[config.mk]
export PLATFORM = sky130hd
export DESIGN_NAME = uart_tx_arbiter
export DESIGN_NICKNAME = d
export VERILOG_FILES = /design/src/rtl/uart_pkg.sv /design/src/rtl/rr_picker.sv /design/src/rtl/uart_tx_arbiter.sv
export SDC_FILE = /design/constraint.sdc
export NUM_CORES = 1
export LEC_CHECK = 0
export BUFFER_PORTS_ARGS = -buffer_cell sky130_fd_sc_hd__clkbuf_2
export CAP_MARGIN = 20
export CORE_MARGIN = 5
export CORE_UTILIZATION = 45
export DETAILED_ROUTE_END_ITERATION = 7
export HOLD_SLACK_MARGIN = 0.05
export PLACE_DENSITY = 0.79
export REMOVE_ABC_BUFFERS = 1
export SYNTH_ARGS = -nofsm -noshare
export SYNTH_HDL_FRONTEND = slang
export SYNTH_SLANG_ARGS = --single-unit
[constraint.sdc]
create_clock -name clk -period 2.3 [get_ports clk]
set_input_delay 0.23 -clock clk [delete_from_list [all_inputs] [get_ports clk]]
set_output_delay 0.23 -clock clk [all_outputs]
set_load 0.005 [all_outputs]
[src/rtl/uart_pkg.sv]
// Shared UART definitions: data width, arbiter state encoding and index-width helper.
package uart_pkg;

   localparam int UART_DATA_W = 8;

   typedef enum logic [1:0] {
      IDLE,
      LOAD,
      DRAIN
   } arb_state_t;

   function automatic int idx_w(input int n);
      return (n > 1) ? $clog2(n) : 1;
   endfunction

endpackage

[src/rtl/rr_picker.sv]
// Rotate-priority select: first set request at or after ptr, wrapping, as one-hot plus index.
module rr_picker #(
   parameter int N_REQ = 4,
   parameter int IW    = 2
) (
   input  logic [N_REQ-1:0] req,
   input  logic [IW-1:0]    ptr,
   output logic [N_REQ-1:0] gnt,
   output logic [IW-1:0]    idx,
   output logic             any
);

   logic [2*N_REQ-1:0] rot;
   int unsigned        pos;

   always_comb begin
      rot = {req, req} >> ptr;
      gnt = '0;
      idx = '0;
      any = 1'b0;
      pos = 0;
      for (int unsigned i = 0; i < N_REQ; i++) begin
         if (!any && rot[i]) begin
            any = 1'b1;
            pos = 32'(ptr) + i;
            if (pos >= N_REQ) pos = pos - N_REQ;
            idx = IW'(pos);
         end
      end
      if (any) gnt[idx] = 1'b1;
   end

endmodule

[src/rtl/uart_tx_arbiter.sv]
// Round-robin sharing of one uart_tx among N_REQ byte producers, with message locking
// and an accept timeout when the transmitter never takes the byte.
module uart_tx_arbiter
   import uart_pkg::*;
#(
   parameter  int N_REQ          = 4,
   parameter  int ACCEPT_TIMEOUT = 16,
   localparam int IW             = idx_w(N_REQ)
) (
   input  logic                         clk,
   input  logic                         rst,
   input  logic [N_REQ-1:0]             req_valid,
   input  logic [UART_DATA_W*N_REQ-1:0] req_data,
   input  logic [N_REQ-1:0]             req_last,
   output logic [N_REQ-1:0]             req_ready,
   input  logic                         uart_rdy,
   output logic [UART_DATA_W-1:0]       uart_data,
   output logic                         uart_write_en,
   output logic [IW-1:0]                grant_id,
   output logic                         busy,
   output logic                         err_timeout
);

   localparam int CW = $clog2(ACCEPT_TIMEOUT + 1);

   arb_state_t             state_q, state_d;
   logic                   lock_q, lock_d;
   logic                   last_q, last_d;
   logic [IW-1:0]          rr_ptr, ptr_d, ptr_next;
   logic [CW-1:0]          cnt_q, cnt_d;
   logic [UART_DATA_W-1:0] data_d;
   logic [IW-1:0]          gid_d;
   logic                   err_d;

   logic [N_REQ-1:0]       owner_mask, eligible, pick_gnt;
   logic [IW-1:0]          pick_idx;
   logic                   pick_any;

   rr_picker #(
      .N_REQ (N_REQ),
      .IW    (IW)
   ) u_picker (
      .req (eligible),
      .ptr (rr_ptr),
      .gnt (pick_gnt),
      .idx (pick_idx),
      .any (pick_any)
   );

   always_comb begin
      owner_mask = '1;
      if (lock_q) begin
         owner_mask           = '0;
         owner_mask[grant_id] = 1'b1;
      end
      eligible = (state_q == IDLE && uart_rdy) ? (req_valid & owner_mask) : '0;
      if (N_REQ == 1 || grant_id == IW'(N_REQ - 1)) ptr_next = '0;
      else                                          ptr_next = grant_id + 1'b1;
   end

   assign req_ready     = rst ? '0 : pick_gnt;
   assign uart_write_en = (state_q == LOAD);
   assign busy          = (state_q != IDLE);

   always_comb begin
      state_d = state_q;
      lock_d  = lock_q;
      last_d  = last_q;
      ptr_d   = rr_ptr;
      cnt_d   = cnt_q;
      data_d  = uart_data;
      gid_d   = grant_id;
      err_d   = 1'b0;
      case (state_q)
         IDLE: begin
            if (pick_any) begin
               data_d  = req_data[int'(pick_idx)*UART_DATA_W +: UART_DATA_W];
               gid_d   = pick_idx;
               last_d  = req_last[pick_idx];
               cnt_d   = '0;
               state_d = LOAD;
            end
         end
         LOAD: begin
            if (!uart_rdy) begin
               state_d = DRAIN;
            end else if (cnt_q == CW'(ACCEPT_TIMEOUT - 1)) begin
               err_d   = 1'b1;
               lock_d  = 1'b0;
               ptr_d   = ptr_next;
               state_d = IDLE;
            end else begin
               cnt_d = cnt_q + 1'b1;
            end
         end
         DRAIN: begin
            if (uart_rdy) begin
               state_d = IDLE;
               // Pointer stays on a locked owner so it regains the line first.
               if (last_q) begin
                  lock_d = 1'b0;
                  ptr_d  = ptr_next;
               end else begin
                  lock_d = 1'b1;
               end
            end
         end
         default: state_d = IDLE;
      endcase
   end

   always_ff @(posedge clk) begin
      if (rst) begin
         state_q     <= IDLE;
         lock_q      <= 1'b0;
         last_q      <= 1'b0;
         rr_ptr      <= '0;
         cnt_q       <= '0;
         uart_data   <= '0;
         grant_id    <= '0;
         err_timeout <= 1'b0;
      end else begin
         state_q     <= state_d;
         lock_q      <= lock_d;
         last_q      <= last_d;
         rr_ptr      <= ptr_d;
         cnt_q       <= cnt_d;
         uart_data   <= data_d;
         grant_id    <= gid_d;
         err_timeout <= err_d;
      end
   end

endmodule

==> results.json <==
{
  "ys_ff_latch": 22,
  "fillerInstances": 327,
  "syn2layout_area_growth_pct": 27.7,
  "clk_latency_ps": 310,
  "clock-sinks": 22,
  "drt_first_iter_violations": 142,
  "drive_above_1_share": 0.344,
  "multi_input_area_sq_mm": 0.00101,
  "overflow": 0,
  "fmax_mhz": 453,
  "viasPerCell": 5.47,
  "grt_pass1_vias": 1502,
  "nets": 304,
  "dieArea_sq_mm": 0.00467,
  "yosys_warnings": 0,
  "clock_path_buffers": 2,
  "finalWeightedCongestion": 0.875,
  "avgSynthCellArea_sq_um": 8.02,
  "power.switching_w": 0.000347,
  "min_period_ps": 2210,
  "yosysSeqAreaShare": 0.287,
  "grt_max_degree": 16,
  "grt-busiest-layer": "met2",
  "yosys.area.top_type": "dfxtp_1",
  "grt_use_met3": 0.0411,
  "synth.most_common_cell": "dfxtp_1",
  "start_util": 0.463,
  "grt_pass1_wl_um": 6850,
  "r2r_end": "uart_data[5]",
  "diodes": 0,
  "fp.coreArea_sq_mm": 0.00331,
  "clkPwrFrac": 0.175,
  "vias": 1635,
  "power_density_mw_per_mm2": 516,
  "htree_num_levels": 1,
  "comb_power_share": 0.377,
  "synth_top_area_share": 0.287,
  "register_area_sq_um": 450,
  "drcViolationCount": 0,
  "cp-startpoint": "state_q[0]",
  "slew_viol_final": 0,
  "worst_pin_slew_ps": 361,
  "power_w": 0.00101,
  "crit_path_end": "req_ready[0]",
  "p_leak_nw": 0.895,
  "maxCapViolCount": 0,
  "grt.total_usage": 0.190,
  "syn-cell-area_sq_mm": 0.00153,
  "syn_inst": 191,
  "hold_buffers": 0,
  "seq_power_share": 0.447,
  "root_buffer": "clkbuf_4",
  "hp-class": "primary input to flip-flop",
  "synth-main-ff-cell": "dfxtp_1",
  "relSlewSlack": 0.757,
  "path_max_fanout": 10,
  "synth_cell_types": 46,
  "antenna_found_initial": 0,
  "required_ps": 2070,
  "grt_util_met1": 0.240,
  "grt.met2_usage": 0.324,
  "io_buffers": 59,
  "wl_per_cell_um": 13.8,
  "final_cells": 299,
  "synth_area_leaders": "dfxtp_1 (29%), a211oi_1 (5.9%), a21oi_1 (4.9%), ha_1 (4.9%), nor2_1 (4.7%)",
  "setup.worst_path.end_class": "output port",
  "dp_hpwl_um": 3300,
  "first_pass_iters": 4,
  "dp_slack_ps": 174,
  "pin_count": 60,
  "rrSetupSlack_ps": 220,
  "p_sw_frac": 0.344,
  "reg2reg_from": "grant_id[0]",
  "hold_viol_final": 0,
  "outcome": "finished clean",
  "ys_async_sr_fraction": 0,
  "start_kind": "flip-flop",
  "place_inst": 292,
  "peakVddDrop_v": 0.000314,
  "cts_buffers": 3,
  "rsz0062_at_grt": "false",
  "critPathArrivalTime_ps": 1980,
  "fin_crit_sh": 0.960,
  "die_x_um": 68.4,
  "die_y_um": 68.4,
  "intPower_w": 0.000661,
  "clk_pin_slew_worst_paths_ps": 130,
  "cts_tree": "yes",
  "synth_edf_count": 0,
  "wl_um": 4120,
  "setup_slack_ps": 93.0,
  "yosys-top-cells-count": "dfxtp_1 (22), nor2_1 (19), a21oi_1 (15)",
  "ant_nets": 0,
  "fin_worst_skew_ps": 11.9,
  "tns_ps": 0,
  "fp-row-count": 21,
  "r2r_cells": 7,
  "path_class": "flip-flop to output port",
  "setup_viol": 0
}
[cell families after synthesis]
kind of cell             Yosys count  share of synthesized area
AND/OR/NAND/NOR                   74                      0.291
flip-flops                        22                      0.287
buffers and inverters             22                     0.0653
XOR/XNOR                           2                     0.0114
AO/OA/AOI/OAI                     64                      0.290
adder cells (fa/ha/maj)            6                     0.0490
multiplexers                       1                    0.00653
[what timing repair did]
action	in CTS	in global routing
buffers inserted	2	1
cloned	0	1
setup endpoints to repair	2	8
resized for setup	2	10
pin swaps	2	1
[layout by cell type (no fill, tap or decap), types with 5 or more instances in the layout]
cell and n:
nand4_1 5, a21oi_1 15, a211oi_1 12, dfxtp_1 18, nand2_1 6, inv_1 11
clkbuf_2 58, nand3_1 8, o21ai_0 8, and3_1 9, buf_4 9, nor2_1 19
ha_1 6, nor3_1 6
[per-stage QoR]
step / hold slack (ps) / cell area (sq um) / util
6_report: 124 / 1960 / 0.591
5_1_grt: 132 / 1960 / 0.591
4_1_cts: 112 / 1920 / 0.580
3_5_place_dp: 454 / 1880 / 0.568
3_3_place_gp: 453 / 1880 / 0.568
2_1_floorplan: 299 / 1470 / -
[layout make-up]
class | count | area share
flip-flops and latches | 22 | 0.230
clock buffers | 3 | 0.0115
multi-input cells | 147 | 0.514
inverters | 11 | 0.0211
well taps | 46 | 0.0294
repair buffers | 70 | 0.194
[worst min-delay path by stage]
stage / start / end / slack (ps) / cells after the start
3_3_place_gp: req_data[19] / uart_data[3] / 450 / 3
6_report: req_data[18] / uart_data[2] / 120 / 3
4_1_cts: req_data[18] / uart_data[2] / 110 / 3
2_1_floorplan: rst / grant_id[0] / 300 / 1
3_5_place_dp: req_data[18] / uart_data[2] / 450 / 3
5_1_grt: req_data[18] / uart_data[2] / 130 / 3
[critical path, stage by stage (launching register included)]
cell	delay [ps]
dfxtp_4	390
nor3b_4	220
buf_6	180
nand3_4	110
and4_4	220
buf_4	170
a211oi_1	220
buf_2	150
[metal layers]
metal  part of all wire  up-vias  routed length [um]
met3              0.065        4                 267
met4             0.0097        0                  40
met1               0.43      732                1770
li1                   -      843                   -
met2               0.49       56                2040
met5                  0        -                   0
[sequential cells by signal, indices dropped and copies added (netlist names)]
name / count
err_timeout: 1
grant_id: 2
rr_ptr: 2
cnt_q: 5
uart_data: 8
last_q: 1
state_q: 2
lock_q: 1
[power by group through the flow]
stage	clock network [W]	logic (W)	registers, W
2_1_floorplan	0	0.000210	0.000456
3_3_place_gp	0	0.000364	0.000456
3_5_place_dp	0	0.000367	0.000459
4_1_cts	0.000191	0.000375	0.000450
5_1_grt	0.000202	0.000432	0.000456
6_report	0.000177	0.000381	0.000451
Power figures use the tool's default switching activity.
